$ cat src/rtl/ps2_scan_decoder.sv
// PS/2 keyboard deframer: filters ps2_clk, checks odd parity/stop, resolves E0/F0 prefixes into key events.
// Latency: key_en/frame_err 1 iCLK after the stop-bit sample (sample = filtered clk fall, ~FILTER_LEN+2 after raw fall).
// No backpressure: events are one-cycle strobes. `TYPEMATIC_FILTER_EN suppresses repeated makes of the held key.
module ps2_scan_decoder #(
  parameter int FILTER_LEN     = 4,
  parameter int TIMEOUT_CYCLES = 50000
) (
  input  logic       iCLK,
  input  logic       iRST,
  input  logic       ps2_clk,
  input  logic       ps2_data,
  output logic [7:0] key_code,
  output logic       key_en,
  output logic       key_ext,
  output logic       key_break,
  output logic       frame_err
);

  localparam int FW = (FILTER_LEN > 1) ? $clog2(FILTER_LEN) : 1;
  localparam int TW = $clog2(TIMEOUT_CYCLES);
  localparam logic [FW-1:0] FCNT_MAX = FW'(FILTER_LEN - 1);
  localparam logic [TW-1:0] TMR_MAX  = TW'(TIMEOUT_CYCLES - 1);

  typedef enum logic [1:0] {S_IDLE, S_DATA, S_PARITY, S_STOP} state_t;

  state_t        state, state_nxt;
  logic          clk_s1, clk_s2, dat_s1, dat_s2;
  logic          clk_filt;
  logic [FW-1:0] fcnt;
  logic [TW-1:0] timer;
  logic [7:0]    shreg;
  logic [2:0]    bit_cnt;
  logic          par_bit;
  logic          ext_flg, brk_flg;

  logic sample, timer_hit, start_err, tmo, byte_done, byte_ok;
  logic is_e0, is_f0, key_byte, suppress, key_fire, err_fire;

  // Sample strobe marks the cycle the filtered clock is about to fall
  assign sample    = clk_filt && !clk_s2 && (fcnt == FCNT_MAX);
  assign timer_hit = (timer == TMR_MAX);
  assign is_e0     = (shreg == 8'hE0);
  assign is_f0     = (shreg == 8'hF0);
  assign key_byte  = byte_ok && !is_e0 && !is_f0;

`ifdef TYPEMATIC_FILTER_EN
  logic       held_vld, held_ext;
  logic [7:0] held_code;
  logic       held_match;
  assign held_match = held_vld && (held_code == shreg) && (held_ext == ext_flg);
  assign suppress   = !brk_flg && held_match;
`else
  assign suppress   = 1'b0;
`endif

  assign key_fire = key_byte && !suppress;
  assign err_fire = start_err || tmo || (byte_done && !byte_ok);

  always_comb begin
    state_nxt = state;
    start_err = 1'b0;
    tmo       = 1'b0;
    byte_done = 1'b0;
    byte_ok   = 1'b0;
    if (sample) begin
      case (state)
        S_IDLE: begin
          if (!dat_s2) state_nxt = S_DATA;
          else         start_err = 1'b1;
        end
        S_DATA:   if (bit_cnt == 3'd7) state_nxt = S_PARITY;
        S_PARITY: state_nxt = S_STOP;
        S_STOP: begin
          state_nxt = S_IDLE;
          byte_done = 1'b1;
          byte_ok   = dat_s2 && (^{shreg, par_bit});
        end
        default: state_nxt = S_IDLE;
      endcase
    end else if (state != S_IDLE && timer_hit) begin
      state_nxt = S_IDLE;
      tmo       = 1'b1;
    end
  end

  always_ff @(posedge iCLK) begin
    if (iRST) state <= S_IDLE;
    else      state <= state_nxt;
  end

  always_ff @(posedge iCLK) begin
    if (iRST) begin
      clk_s1   <= 1'b1;
      clk_s2   <= 1'b1;
      dat_s1   <= 1'b1;
      dat_s2   <= 1'b1;
      clk_filt <= 1'b1;
      fcnt     <= '0;
    end else begin
      clk_s1 <= ps2_clk;
      clk_s2 <= clk_s1;
      dat_s1 <= ps2_data;
      dat_s2 <= dat_s1;
      if (clk_s2 != clk_filt) begin
        if (fcnt == FCNT_MAX) begin
          clk_filt <= clk_s2;
          fcnt     <= '0;
        end else begin
          fcnt <= fcnt + 1'b1;
        end
      end else begin
        fcnt <= '0;
      end
    end
  end

  always_ff @(posedge iCLK) begin
    if (iRST) begin
      timer     <= '0;
      shreg     <= '0;
      bit_cnt   <= '0;
      par_bit   <= 1'b0;
      ext_flg   <= 1'b0;
      brk_flg   <= 1'b0;
      key_code  <= '0;
      key_en    <= 1'b0;
      key_ext   <= 1'b0;
      key_break <= 1'b0;
      frame_err <= 1'b0;
    end else begin
      key_en    <= key_fire;
      frame_err <= err_fire;

      if (state == S_IDLE || sample) timer <= '0;
      else if (!timer_hit)           timer <= timer + 1'b1;

      if (sample) begin
        case (state)
          S_IDLE:   bit_cnt <= '0;
          S_DATA: begin
            shreg   <= {dat_s2, shreg[7:1]};
            bit_cnt <= bit_cnt + 1'b1;
          end
          S_PARITY: par_bit <= dat_s2;
          default: ;
        endcase
      end

      if (err_fire) begin
        ext_flg <= 1'b0;
        brk_flg <= 1'b0;
      end else if (byte_ok) begin
        if (is_e0) ext_flg <= 1'b1;
        else if (is_f0) brk_flg <= 1'b1;
        else begin
          ext_flg <= 1'b0;
          brk_flg <= 1'b0;
        end
      end

      if (key_fire) begin
        key_code  <= shreg;
        key_ext   <= ext_flg;
        key_break <= brk_flg;
      end
    end
  end

`ifdef TYPEMATIC_FILTER_EN
  always_ff @(posedge iCLK) begin
    if (iRST) begin
      held_vld  <= 1'b0;
      held_ext  <= 1'b0;
      held_code <= '0;
    end else if (key_byte) begin
      if (!brk_flg && !held_match) begin
        held_vld  <= 1'b1;
        held_ext  <= ext_flg;
        held_code <= shreg;
      end else if (brk_flg && held_match) begin
        held_vld <= 1'b0;
      end
    end
  end
`endif

endmodule

$ cat config.mk
export PLATFORM = sky130hd
export DESIGN_NAME = ps2_scan_decoder
export DESIGN_NICKNAME = d
export VERILOG_FILES = /design/src/rtl/ps2_scan_decoder.sv
export SDC_FILE = /design/constraint.sdc
export NUM_CORES = 1
export LEC_CHECK = 0
export CAP_MARGIN = 40
export CORE_MARGIN = 2
export CORE_UTILIZATION = 25
export CTS_CLUSTER_SIZE = 25
export DETAILED_ROUTE_END_ITERATION = 16
export GPL_TIMING_DRIVEN = 0
export PLACE_DENSITY_LB_ADDON = 0.12
export RECOVER_POWER = 25
export SETUP_SLACK_MARGIN = 0.02
export SYNTH_ARGS = -nofsm -noshare
export SYNTH_HDL_FRONTEND = slang
export SYNTH_SLANG_ARGS = --single-unit
$ cat constraint.sdc
create_clock -name iCLK -period 5.3 [get_ports iCLK]
set_input_delay 0.53 -clock iCLK [delete_from_list [all_inputs] [get_ports iCLK]]
set_output_delay 0.53 -clock iCLK [all_outputs]
set_load 0.05 [all_outputs]
==> flow_summary.ini, run 1 <==
[outcome]
status = complete, no violations

[clock_tree]
cts.repair.resized = 0
cts_tree = done
path_clk_slew_ns = 0.09
h-tree-depth = 2
cts_buffers = 5
hold_buffers = 0
cts.sinks = 51
clk_path_buf_depth = 2
post-cts-setup-buffers = 0
clock_latency_ns = 0.30
cts_root_buffer = clkbuf_8

[critical_path]
worstPathRequired_ns = 5.50
critPathCaptureType = flip-flop
path_cells = xnor3_1 > xnor3_2 > mux2i_4 > inv_4 > nor4_1
max_stage_delay_ns = 0.54
crit_slowest_cell = mux2i_4
crit_type = reg2reg
cp_data_arrival_time_ns = 2.41
cp_max_fo = 9
start_kind = flip-flop
cp_top_family = XOR/XNOR gates
path_buf_inv = 1

[synthesis]
synth_nets = 266
syn_area_um2 = 2280
yosys_warnings = 0
yosys.area.top_type_share = 0.447
yosysSeqAreaShare = 0.447
yosysTopAreaCell = dfxtp_1
synth_ff_type = dfxtp_1
synth_edf_count = 0
yosysMostFrequentCell = dfxtp_1
async_flop_share = 0
yosysUniqueCellTypes = 40
ys_seq_elements = 51
synth_top_cells_by_count = dfxtp_1 (51), nand2_1 (34), nor2_1 (31), a21oi_1 (19), xor2_1 (10)
synthCells = 253
synth_area_per_cell_um2 = 9.03
synthTopCellsByArea = dfxtp_1 (45%), nand2_1 (5.6%), nor2_1 (5.1%)

[routing]
routedWlPerCell_um = 12.6
viasPerCell = 4.54
drtPass1Iterations = 4
antenna_left = 0
drt_iter0_drc = 46
vias = 1740
wl_mm = 4.82
drc = 0

[placed_design]
port_buffers = 15
placed_cells = 376
hpwl_mm = 3.44
place.gp.congestion = 0.725

[floorplan]
die_h_um = 99.6
rows = 34
core_um2 = 8810
dieArea_um2 = 9910
die_w_um = 99.6
start_util = 0.259
io_pins = 16

[finish]
n_antenna_cell = 0
fin_nets = 288
syn2layout_area_growth_pct = 17.0
drive_above_1_share = 0.0618
finalNonFillerCells = 383
n_fill_cell = 922

[timing]
finClkSkew_ns = 0.00738
slew_viol_final = 0
slew_headroom = 0.641
finalCriticalPeriod_ns = 2.21
hold_viol_final = 0
rsz0062_at_grt = false
tightest_slew_ns = 0.528
max_freq_mhz = 453
tns_ns = 0
period_share = 0.416
finalSetupViolCount = 0

[global_routing]
grt_pass1_wl_mm = 8.42
grt_pass1_vias = 1714
grt.total_usage = 0.106
grt_max_degree = 15
grt_remaining_overflow = 0
antenna_found_initial = 0

[pwr]
pwr_density_cell_nw_per_um2 = 246
irDropWorstVdd_uv = 95.8
p_leak_nw = 0.974

[job]
drv_cap = 0

[worst_hold_path]
hp-class = reg2reg
sequential cells by signal, summed over array words and instances (netlist names), 2 cells and up:
register	count
shreg	8
timer	16
state	2
bit_cnt	3
key_code	8
fcnt	2
through the flow:
step | hold slack (ns) | utilization | setup WS (ns) | instance area (um2) | power (mW)
floorplan | 0.389 | - | 3.38 | 2280 | 0.400
global placement | 0.394 | 0.292 | 3.09 | 2570 | 0.405
detailed placement | 0.397 | 0.292 | 3.10 | 2570 | 0.405
CTS | 0.419 | 0.303 | 3.07 | 2670 | 0.672
global route | 0.428 | 0.303 | 2.88 | 2670 | 0.688
finish | 0.416 | 0.303 | 3.09 | 2670 | 0.658
power breakdown:
part	internal [mW]	switching, mW
clock network	0.139	0.123
registers	0.384	0.000354
logic	0.00412	0.00696
cell type report:
class                           instances  area (um2)  share of cell area
Multi-Input combinational cell        185        1190               0.447
Tap cell                              108         135              0.0506
Clock buffer                            6        72.6              0.0272
Inverter                                7        28.8              0.0108
Clock inverter                          1        30.0              0.0112
Timing Repair Buffer                   15         150              0.0562
Sequential cell                        51        1020               0.382
Buffer                                 10        38.8              0.0145
logic make-up after synthesis:
logic type,synth area share
fa+ha+maj,0.0493
simple gates,0.237
mux,0.0548
xor+xnor,0.0888
compound gates,0.0932
flops,0.447
buf+inv,0.0296
path summary, 6_finish.rpt:
kind | startpoint | to | slack, ns | depth (start not counted)
worst max-delay path | shreg[1] | ext_flg | 3.09 | 5
worst min-delay path | dat_s1 | dat_s2 | 0.42 | 1
worst max register to register | shreg[1] | ext_flg | 3.09 | 5
worst min register to register | dat_s1 | dat_s2 | 0.42 | 1
cells in the final DEF, fill, tap and decap left out, types with 2 or more instances in the layout:
| master | instances |
|---|---|
| a22oi_1 | 2 |
| nand2_1 | 34 |
| or3_1 | 3 |
| or2_2 | 4 |
| a21oi_1 | 19 |
| inv_1 | 6 |
| o31a_1 | 3 |
| nor2_1 | 31 |
| dfxtp_1 | 51 |
| xnor2_1 | 6 |
| o21ai_0 | 7 |
| nand2b_1 | 3 |
| clkdlybuf4s50_1 | 14 |
| nand4_1 | 8 |
| nand3_1 | 5 |
| nor4b_1 | 3 |
| mux2i_1 | 8 |
| clkbuf_1 | 10 |
| xor2_1 | 10 |
| nor4_1 | 4 |
| nor4bb_1 | 3 |
| mux2_2 | 2 |
| clkbuf_8 | 5 |
| and3_1 | 6 |
| ha_1 | 9 |
layer usage:
metal,share of wire,GRT usage,vias to the layer above
li1,-,-,918
met1,0.54,0.148,793
met2,0.42,0.165,24
met3,0.029,0.0211,5
met4,0.014,0.0348,0
met5,0,0,-
(Power assumes the default switching activity.)
==> run 2, diff against run 1 <==
- clock period: 5.3 -> 1.8 ns (I/O delays scaled with it)
==> flow_summary.ini, run 2 (synthesized netlist as in run 1, its figures left out) <==
[placed_design]
post-place-ws_ns = -0.331
hpwl_mm = 3.54
placed_cells = 376
place.gp.congestion = 0.691
port_buffers = 15

[timing]
max_freq_mhz = 524
slew_headroom = 0.629
tns_ns = -1.05
fin_worst_hold_slack_ns = 0.416
rsz0062_at_grt = true
finalSetupViolCount = 15
hold_viol_final = 0
period_share = 1.06
finClkSkew_ns = 0.00893
slew_viol_final = 0
finalCriticalPeriod_ns = 1.91
tightest_slew_ns = 0.556
fin_ws_ns = -0.107

[routing]
drtPass1Iterations = 4
antenna_left = 0
drc = 0
routedWlPerCell_um = 13.2
drt_iter0_drc = 34
viasPerCell = 4.66
vias = 1842
wl_mm = 5.23

[clock_tree]
cts_tree = done
h-tree-depth = 2
cts.sinks = 51
path_clk_slew_ns = 0.09
hold_buffers = 0
clock_latency_ns = 0.30
cts_root_buffer = clkbuf_8
clk_path_buf_depth = 2
cts_buffers = 5

[critical_path]
crit_type = reg2reg
r2r_start = shreg[3]
r2r-end = ext_flg
cp_data_arrival_time_ns = 2.11
critPathCaptureType = flip-flop
r2r_cells = 6
path_cells = xnor3_1 > xnor3_2 > mux2i_4 > buf_12 > inv_4 > nor4_1
start_kind = flip-flop
worstPathRequired_ns = 2.00
worst-r2r-setup-slack_ns = -0.11
max_stage_delay_ns = 0.39
crit_slowest_cell = xnor3_1
cp_max_fo = 9

[finish]
largest-register = timer
final_common_cell = dfxtp_1
final_cell_mix = dfxtp_1 (43), nand2_1 (33), nor2_1 (31)
fin_nets = 299
finalNonFillerCells = 395
final_util = 0.332
drive_above_1_share = 0.206
syn2layout_area_growth_pct = 28.1
n_antenna_cell = 0
reg_top3 = timer: 16 flops, key_code: 8 flops, shreg: 8 flops
largest_reg_flops = 16

[floorplan]
rows = 34
die_w_um = 99.6
core_um2 = 8810
die_h_um = 99.6
start_util = 0.259
io_pins = 16
dieArea_um2 = 9910

[global_routing]
grt_pass1_vias = 1840
grt_max_degree = 16
grt_remaining_overflow = 0
antenna_found_initial = 0
grt_pass1_wl_mm = 8.82
grt.total_usage = 0.111

[worst_hold_path]
hold_depth = 1
hp-class = reg2reg
worstHoldStart = clk_s1
hold_end = clk_s2

[job]
drv_cap = 0

[outcome]
violations = negative setup slack
status = complete, but fails checks

[pwr]
irDropWorstVdd_uv = 260
pwr_density_cell_nw_per_um2 = 620
p_leak_nw = 1.09
## run 2: changes by cell type in the layout (fill, tap and decap cells not counted), sizes merged
| cell | before | now |
|---|---|---|
| buf | 1 | 15 |
| clkbuf | 15 | 12 |
| clkinvlp | 0 | 1 |
| clkinv | 0 | 1 |
| bufinv | 1 | 0 |
| clkdlybuf4s50 | 14 | 13 |
| dlygate4sd3 | 1 | 2 |
## run 2: repair_timing
| action | in CTS | in global routing |
|---|---|---|
| resized for setup | 16 | 23 |
| pin swaps | 2 | 5 |
| buffers inserted | 7 | 8 |
| endpoints found under the setup margin | 35 | 38 |
## run 2: layout make-up
type / instances / area (um2)
fill: 920 / 5880
multi-input combinational: 185 / 1320
sequential: 51 / 1040
timing repair buffer: 30 / 288
tap: 108 / 135
clock buffer: 6 / 72.6
buffer: 6 / 28.8
inverter: 7 / 28.8
clock inverter: 2 / 12.5
## run 2: critical path, delay by kind of cell (launching register included)
family,cells,cell delay [ns]
buffers and inverters,2,0.21
multiplexers,1,0.28
XOR/XNOR,2,0.71
AND/OR/NAND/NOR,1,0.24
flip-flops,1,0.37
## run 2: metrics by stage
stage / instance area, um2 / total power, mW
after detailed placement: 2570 / 1.19
after global routing: 2930 / 1.90
after floorplan: 2280 / 1.18
final: 2930 / 1.81
after CTS: 2780 / 1.85
after global placement: 2570 / 1.19
## run 2: report_power, final
group / switching (mW) / internal (mW)
clock network: 0.381 / 0.273
logic: 0.0185 / 0.0118
registers: 0.00303 / 1.13
total: 0.402 / 1.41
## run 2: how the worst max path moves through the flow
stage	startpoint	endpoint	slack (ns)
floorplan	shreg[3]	key_code[5]	-0.08
global placement	timer[0]	state[1]	-0.35
detailed placement	timer[0]	state[1]	-0.33
CTS	shreg[7]	ext_flg	-0.1
global route	shreg[3]	key_code[5]	-0.16
finish	shreg[3]	ext_flg	-0.11
## run 2: per-layer routing
metal  routed length (um)  track usage  share of wire
met1                 2590        0.139           0.50
met2                 2510        0.190           0.48
met3                   98       0.0239          0.019
met4                   25       0.0316         0.0048
met5                    0            0              0
==> run 3, diff against run 2 <==
- CTS_CLUSTER_SIZE: 25 -> not set
==> results of run 3 <==
The final DEF is identical to that of run 2; final timing and power are the same.
